**src/rtl/mul_pkg.sv**
```systemverilog
// Shared definitions for the sequential shift-and-add multiplier: state
// encoding, default operand width and the iteration-counter width helper.
package mul_pkg;

  localparam int DEFAULT_WIDTH = 8;

  typedef enum logic [1:0] {
    IDLE = 2'd0,
    RUN  = 2'd1,
    DONE = 2'd2
  } state_t;

  // Counter must hold 0..WIDTH-1; a one-bit operand still needs a one-bit counter.
  function automatic int cnt_width(input int width);
    if (width <= 1) begin
      return 1;
    end else begin
      return $clog2(width);
    end
  endfunction

endpackage

```
**src/rtl/mul_step_datapath.sv**
```systemverilog
// Iteration datapath: accumulator, shifted multiplicand/multiplier and counter.
// SHIFT_MUL_EARLY_EXIT_EN enables the "remaining multiplier bits are zero" flag.
module mul_step_datapath
  import mul_pkg::*;
#(
  parameter int WIDTH = DEFAULT_WIDTH,
  localparam int CW = cnt_width(WIDTH)
) (
  input  logic               clk,
  input  logic               reset,
  input  logic               load,
  input  logic               step,
  input  logic [WIDTH-1:0]   a,
  input  logic [WIDTH-1:0]   b,
  output logic [2*WIDTH-1:0] acc_next,
  output logic [CW-1:0]      count,
  output logic               mplier_zero
);

  logic [2*WIDTH-1:0] acc_r;
  logic [2*WIDTH-1:0] mcand_r;
  logic [WIDTH-1:0]   mplier_r;
  logic [CW-1:0]      count_r;
  logic [2*WIDTH-1:0] acc_next_s;

  // Conditional add of the current multiplicand weight.
  always_comb begin
    acc_next_s = acc_r;
    if (mplier_r[0]) begin
      acc_next_s = acc_r + mcand_r;
    end else begin
      acc_next_s = acc_r;
    end
  end

  // Operand capture and one-bit-per-cycle iteration.
  always_ff @(posedge clk) begin
    if (reset) begin
      acc_r    <= {(2*WIDTH){1'b0}};
      mcand_r  <= {(2*WIDTH){1'b0}};
      mplier_r <= {WIDTH{1'b0}};
      count_r  <= {CW{1'b0}};
    end else if (load) begin
      acc_r    <= {(2*WIDTH){1'b0}};
      mcand_r  <= {{WIDTH{1'b0}}, a};
      mplier_r <= b;
      count_r  <= {CW{1'b0}};
    end else if (step) begin
      acc_r    <= acc_next_s;
      mcand_r  <= mcand_r << 1;
      mplier_r <= mplier_r >> 1;
      count_r  <= count_r + CW'(1);
    end else begin
      acc_r    <= acc_r;
      mcand_r  <= mcand_r;
      mplier_r <= mplier_r;
      count_r  <= count_r;
    end
  end

  assign acc_next = acc_next_s;
  assign count    = count_r;

`ifdef SHIFT_MUL_EARLY_EXIT_EN
  // High when this step consumes the last set multiplier bit.
  assign mplier_zero = ((mplier_r >> 1) == {WIDTH{1'b0}});
`else
  assign mplier_zero = 1'b0;
`endif

endmodule

```
**src/rtl/shift_add_multiplier.sv**
```systemverilog
// Sequential unsigned shift-and-add multiplier feeding the 8-bit register block.
// Optional SHIFT_MUL_EARLY_EXIT_EN ends the iteration once the multiplier is exhausted.
module shift_add_multiplier
  import mul_pkg::*;
#(
  parameter int WIDTH = DEFAULT_WIDTH
) (
  input  logic               clk,
  input  logic               reset,
  input  logic               start,
  input  logic [WIDTH-1:0]   a,
  input  logic [WIDTH-1:0]   b,
  output logic               busy,
  output logic               done,
  output logic [2*WIDTH-1:0] product,
  output logic [WIDTH-1:0]   d_out,
  output logic               ovf
);

  localparam int CW = cnt_width(WIDTH);

  state_t             state_r, state_s;
  logic               load_s, step_s, finish_s, cap_s;
  logic [2*WIDTH-1:0] cap_val_s;
  logic [2*WIDTH-1:0] acc_next_s;
  logic [CW-1:0]      count_s;
  logic               mplier_zero_s;
  logic               busy_r, done_r, ovf_r;
  logic [2*WIDTH-1:0] product_r;

  mul_step_datapath #(.WIDTH(WIDTH)) u_dp (
    .clk         (clk),
    .reset       (reset),
    .load        (load_s),
    .step        (step_s),
    .a           (a),
    .b           (b),
    .acc_next    (acc_next_s),
    .count       (count_s),
    .mplier_zero (mplier_zero_s)
  );

  assign finish_s = (count_s == CW'(WIDTH - 1)) | mplier_zero_s;

  // Next-state, datapath controls and result capture.
  always_comb begin
    state_s   = state_r;
    load_s    = 1'b0;
    step_s    = 1'b0;
    cap_s     = 1'b0;
    cap_val_s = {(2*WIDTH){1'b0}};
    case (state_r)
      IDLE: begin
        if (start) begin
          load_s = 1'b1;
`ifdef SHIFT_MUL_EARLY_EXIT_EN
          if (b == {WIDTH{1'b0}}) begin
            state_s = DONE;
            cap_s   = 1'b1;
          end else begin
            state_s = RUN;
          end
`else
          state_s = RUN;
`endif
        end else begin
          state_s = IDLE;
        end
      end
      RUN: begin
        step_s = 1'b1;
        if (finish_s) begin
          state_s   = DONE;
          cap_s     = 1'b1;
          cap_val_s = acc_next_s;
        end else begin
          state_s = RUN;
        end
      end
      DONE: begin
        state_s = IDLE;
      end
      default: begin
        state_s = IDLE;
      end
    endcase
  end

  // State and registered outputs; product/ovf change on the edge entering DONE.
  always_ff @(posedge clk) begin
    if (reset) begin
      state_r   <= IDLE;
      busy_r    <= 1'b0;
      done_r    <= 1'b0;
      product_r <= {(2*WIDTH){1'b0}};
      ovf_r     <= 1'b0;
    end else begin
      state_r <= state_s;
      busy_r  <= (state_s == RUN);
      done_r  <= (state_s == DONE);
      if (cap_s) begin
        product_r <= cap_val_s;
        ovf_r     <= |cap_val_s[2*WIDTH-1:WIDTH];
      end else begin
        product_r <= product_r;
        ovf_r     <= ovf_r;
      end
    end
  end

  assign busy    = busy_r;
  assign done    = done_r;
  assign product = product_r;
  assign d_out   = product_r[WIDTH-1:0];
  assign ovf     = ovf_r;

endmodule

```
**config.mk**
```make
export PLATFORM = sky130hd
export DESIGN_NAME = shift_add_multiplier
export DESIGN_NICKNAME = d
export VERILOG_FILES = /design/src/rtl/mul_pkg.sv /design/src/rtl/mul_step_datapath.sv /design/src/rtl/shift_add_multiplier.sv
export SDC_FILE = /design/constraint.sdc
export NUM_CORES = 1
export LEC_CHECK = 0
export ABC_AREA = 1
export CAP_MARGIN = 20
export CORE_ASPECT_RATIO = 0.75
export CORE_UTILIZATION = 45
export CTS_CLUSTER_SIZE = 24
export DETAILED_ROUTE_END_ITERATION = 10
export PLACE_DENSITY = 0.72
export REMOVE_ABC_BUFFERS = 1
export SETUP_SLACK_MARGIN = 0.3
export SKIP_LAST_GASP = 1
export SYNTH_ARGS = -nofsm -noshare
export SYNTH_HDL_FRONTEND = slang
export SYNTH_SLANG_ARGS = --single-unit
```
**constraint.sdc**
```tcl
create_clock -name clk -period 4 [get_ports clk]
set_clock_uncertainty 0.15 [all_clocks]
set_input_delay 0.4 -clock clk [delete_from_list [all_inputs] [get_ports clk]]
set_output_delay 0.4 -clock clk [all_outputs]
set_load 0.005 [all_outputs]
```
; After elaboration in Yosys (flattened, before gate mapping)
; Index checks and enable logic that the tools add are counted.
[totals]
regBits = 64
latchBits = 0
mem_bits_rw = 0
mem_bits_ro = 0
inputBits = 19
out_inout_bits = 27
word_cells = 35
n_memories = 0
[classes]
add_sub_neg = 2
mul = 0
div_mod_pow = 0
magnitude_cmp = 0
eq_ne = 4
shifts = 0
n_mux = 15
bitwise = 0
n_reduce_logical = 4
[op_table]
columns = op, n
row1 = $mux 16, 3
row2 = $mux 8, 4
row3 = $add 16x16->16, 1
row4 = $reduce_or 8->1, 1
row5 = $mux 1, 6
row6 = $eq 2x1->1 const B, 2
row7 = $pmux 2 s2, 1
row8 = $add 3x1->3 const B, 1
row9 = $eq 3x3->1 const B, 1
row10 = $eq 2x2->1 const B, 1
row11 = $logic_not 2->1, 1
row12 = $mux 2, 1
row13 = $reduce_bool 2->1, 1
row14 = $reduce_or 2->1, 1

; Logic depth before layout (Yosys ltp)
[logic_depth]
word_depth = 5
ltp_mapped = 16
ltp_nobuf = 16

; Cells and area by module
; A second synthesis with hierarchy kept.
[unflattened]
hier_cells = 546
hier_area_um2 = 3706.1
[modules_own_cells]
columns = mod, instances, cells_per_inst, area_per_inst_um2
row1 = mul_step_datapath, 1, 441, 2845.2
row2 = shift_add_multiplier, 1, 105, 860.8

; Least setup slack after synthesis
; Ideal clock, no wire load.
[synth_timing]
kind = register to register
startpoint = reg u_dp.mcand_r[0]
endpoint = reg ovf_r (netlist: ovf)
setup_ns = 0.117
t_arrival_ns = 1.769
required_time_ns = 3.733
path_slack_ns = 1.964
stages_incl_launch_ff = 17
cell_sequence = dfxtp_1 -> ha_1 -> fa_1 -> nand2_2 -> nand2_1 -> nand3_1 -> nand2_2 -> nand2_1 -> nand2_1 -> nand2_1 -> nand3_1 -> nand3_2 -> nand2_1 -> inv_1 -> nand2_1 -> nor2_1 -> nor2_1
[synth_via]
elab_chain_cells = 5
[synth_rtl]
columns = element, line
row1 = start: declaration, mul_step_datapath.sv:21  ; logic [2*WIDTH-1:0] mcand_r;
row2 = start signal: assignment, mul_step_datapath.sv:40  ; mcand_r <= {(2*WIDTH){1'b0}};
row3 = start signal: assignment, mul_step_datapath.sv:45  ; mcand_r <= {{WIDTH{1'b0}}, a};
row4 = start signal: assignment, mul_step_datapath.sv:50  ; mcand_r <= mcand_r << 1;
row5 = $add 16x16->16, mul_step_datapath.sv:30  ; acc_next_s = acc_r + mcand_r;
row6 = $mux 16, mul_step_datapath.sv:29  ; if (mplier_r[0]) begin
row7 = $mux 16, shift_add_multiplier.sv:72  ; if (finish_s) begin
row8 = $mux 16, shift_add_multiplier.sv:52  ; case (state_r)
row9 = $reduce_or 8->1, shift_add_multiplier.sv:103  ; ovf_r <= |cap_val_s[2*WIDTH-1:WIDTH];
row10 = end signal: assignment, shift_add_multiplier.sv:103
row11 = end signal: assignment, shift_add_multiplier.sv:106  ; ovf_r <= ovf_r;
row12 = end: declaration, shift_add_multiplier.sv:28  ; logic busy_r, done_r, ovf_r;
; No other way between the ends.
; A chain may end at the register's enable or synchronous reset.

; Worst setup path in the final report
[layout_timing]
startpoint = in start
endpoint = reg u_dp.acc_r[2]
[layout_via]
elab_chain_cells = 3
[layout_rtl]
columns = element, line
row1 = start: declaration, shift_add_multiplier.sv:10  ; input logic start,
row2 = $mux 1, shift_add_multiplier.sv:54  ; if (start) begin
row3 = $mux 1, shift_add_multiplier.sv:52
row4 = $reduce_or 2->1 (no source line), n/a
row5 = end signal: assignment, mul_step_datapath.sv:44  ; acc_r <= {(2*WIDTH){1'b0}};
row6 = end signal: assignment, mul_step_datapath.sv:49  ; acc_r <= acc_next_s;
row7 = end signal: assignment, mul_step_datapath.sv:54  ; acc_r <= acc_r;
row8 = end: declaration, mul_step_datapath.sv:20  ; logic [2*WIDTH-1:0] acc_r;
; No other way between the ends.

==> results by group <==
Drt
  – Drt pass-1 iters: 7
  – Routed Antenna Nets: 0
  – DRT iter0 DRCs: between 200 and 250
  – Vias per cell: roughly 5.0
  – Detailed-route via count: 3,411
  – Drt drc: 0
  – Wirelength, routed: ~8800 µm
  – Routed length per placed instance: 12.94 µm

Global route
  – Met2 Resource Use GR: 0.3131
  – Met1 Usage GRT: 0.3305
  – Initial antenna violation count: 0
  – Pin count of the biggest net entering global routing: 54
  – Gr usage total: 0.2223
  – Vias in the first global route: 3,091
  – First-pass GRT wire length: between 10,000 and 15,000 µm
  – Met3 usage: 0.05306
  – Remaining global-route overflow: 0
  – Busiest grt layer: met1

STA
  – Final worst setup slack: roughly 1400 ps
  – Max Transition Viols Final: 0
  – Final hold vios: 0
  – Fmax: 0.3775 GHz
  – Unrepaired setup endpoints after global routing: false
  – Setup TNS: 0 ps
  – Slew margin rel.: 0.4477
  – Period utilization: 0.6623
  – Endpoints failing setup: 0
  – Worst-Margin Slew: just over 800 ps
  – Final min period: ~2600 ps

Power and ir drop
  – Total power draw: 1.474 mW
  – Power Density: roughly 340 nW/µm²
  – Max IR drop VDD: roughly 0.22 mV
  – Leak: approximately 2.0 nW

Critical path
  – Crit-path slowest cell: clkinv_1
  – Data required, critical path: around 4100 ps
  – Setup crit end: u_dp.acc_r[2]
  – CP max FO: 18
  – Critical path launch point: start
  – RR Startpoint: state_r[1]
  – Worst-case reg-to-reg path depth: 8
  – Reg2Reg Setup Slack: approximately 1400 ps
  – CP cell instances: clkdlybuf4s50_1 -> nand3_1 -> inv_2 -> nor2_1 -> clkinv_1 -> a21oi_1 -> o21ai_0 -> inv_1
  – Arr. time, crit path: roughly 2800 ps
  – Maximum single-stage delay on the critical path: roughly 640 ps
  – Setup crit end kind: flop
  – Worst setup path class: input port to flop
  – Worst R2R End: u_dp.acc_r[2]
  – CP Launch Type: input port

Finish
  – Final core occ: 0.5491
  – ANT cells: 0
  – Share of cells above drive strength 1: 0.08014
  – Area growth syn-to-layout: 18.39%
  – Finished Layout Cells: a little under 700
  – Layout Nets: 608
  – Filler instances: about 760

Floorplan
  – Starting Density: 0.4638
  – Site Rows: 28
  – I/O pins: 46
  – Core area: 7848 µm²
  – Height of the die: 79.89 µm
  – DIE AREA: ~8500 µm²
  – Die Span X: 105.9 µm

Place
  – Detailed Place HPWL: 6419 µm
  – Port buffer count: 45
  – Final RePlAce weighted congestion: around 0.90
  – Dpl ws: slightly above 1000 ps
  – Dpl cells: 665

Yosys
  – Synth cell count leaders: nand2_1, inv_1, dfxtp_1, a21oi_1, nor2_1
  – Mapped Area: approximately 3600 µm²
  – Synth Flop Type: dfxtp_1
  – Area contributors post-synth: dfxtp_1, nand2_1, inv_1
  – Top-count cell post-synth: nand2_1
  – #FFs+latches synth: between 60 and 70
  – Async set-reset flop share out of synthesis: 0
  – Area leader, netlist: dfxtp_1
  – Yosys warns: 0
  – Syn Area/Cell: just under 7 µm²
  – Sequential area share after synthesis: 0.3520
  – Area share of the largest cell type after synthesis: 0.3520
  – Post-synth EDFFs: 0
  – Gate Count Post-Synth: roughly 540
  – Cell variety after synth: 30

Clocking
  – CTS tree: done
  – Num CTS Buffers: 9
  – Clock latency on the worst-skew pair: approximately 340 ps
  – Postcts setup bufs: 0
  – Clock slew seen by the registers of the worst setup and hold paths: about 70 ps
  – Root Buffer Master: clkbuf_8
  – CTS sink count: 64
  – Resize count post-CTS: 0
  – Clock Tree Buf Depth: 2
  – Post-CTS Hold Fix Bufs: 0
  – H-tree depth: 3

Worst hold path
  – Hold depth: 2
  – Worst Hold Class: flop to flop

Run
  – Max Cap Viol: 0

Status
  – Status: completed
[area by class of cell]
| class | instances | area, µm² | share of cell area |
|---|---|---|---|
| multi-input combinational | 368 | 1914 | 0.4443 |
| sequential | 64 | 1281 | 0.2973 |
| timing repair buffer | 48 | 473.0 | 0.1098 |
| inverter | 80 | 300.3 | 0.06969 |
| clock buffer | 11 | 141.4 | 0.03281 |
| tap | 105 | 131.4 | 0.03049 |
| clock inverter | 3 | 67.56 | 0.01568 |
[worst min path at each step]
stage / from / end / slack (ps)
6_report: u_dp.mplier_r[7] / u_dp.mplier_r[7] / 320
5_1_grt: u_dp.mplier_r[7] / u_dp.mplier_r[7] / 340
4_1_cts: u_dp.mplier_r[7] / u_dp.mplier_r[7] / 320
3_5_place_dp: u_dp.mplier_r[7] / u_dp.mplier_r[7] / 310
3_3_place_gp: u_dp.mplier_r[7] / u_dp.mplier_r[7] / 300
2_1_floorplan: u_dp.mplier_r[7] / u_dp.mplier_r[7] / 280
[report_power, final]
group          switching, mW  internal, mW
logic                  0.121        0.0711
clock network          0.242         0.361
registers             0.0183         0.661
total                  0.381          1.09
[worst max-delay path: cells and delay by family]
family,cells,cell delay [ps]
AO/OA/AOI/OAI,2,350
AND/OR/NAND/NOR,2,740
buffers and inverters,4,1280
[state kept, by name, indices dropped and copies added, names as in the netlist]
register,cells
u_dp.acc_r,16
u_dp.mplier_r,8
state_r,2
product,16
done,1
busy,1
u_dp.mcand_r,16
ovf,1
u_dp.count,3
[cells by family (layout without fill, tap and decap cells)]
kind of cell / after synthesis / after routing / share of synthesized area
AOI/OAI and AO/OA: 87 / 87 / 0.1382
xor gates and xnor gates: 7 / 7 / 0.01684
and+or+nand+nor: 254 / 254 / 0.3015
buffers and inverters: 107 / 142 / 0.1220
adders and majority gates: 18 / 18 / 0.06394
DFF: 64 / 64 / 0.3520
muxes: 2 / 2 / 0.005500
[metal layers]
layer | vias up | part of all wire
met3 | 4 | 0.081
met4 | 0 | 0.0064
li1 | 1764 | -
met1 | 1533 | 0.52
met2 | 110 | 0.39
met5 | - | 0
[stage by stage]
step	instance area (µm²)	hold WS, ps
floorplan	3496	284.9
global placement	4100	300.6
detailed placement	4100	311.6
CTS	4309	321.2
global route	4309	341.4
finish	4309	316.7
[placed cells by master (no fill, tap or decap), types with 9 or more instances in the layout]
cell type        count
a31oi_1             14
nor2_1              25
dfxtp_1             64
o21ai_0             23
o211ai_1             9
clkbuf_8            10
clkdlybuf4s50_1     45
ha_1                17
a21oi_1             33
inv_1               74
nand3_1             24
nand2_1            175
Power figures use the tool's default switching activity.
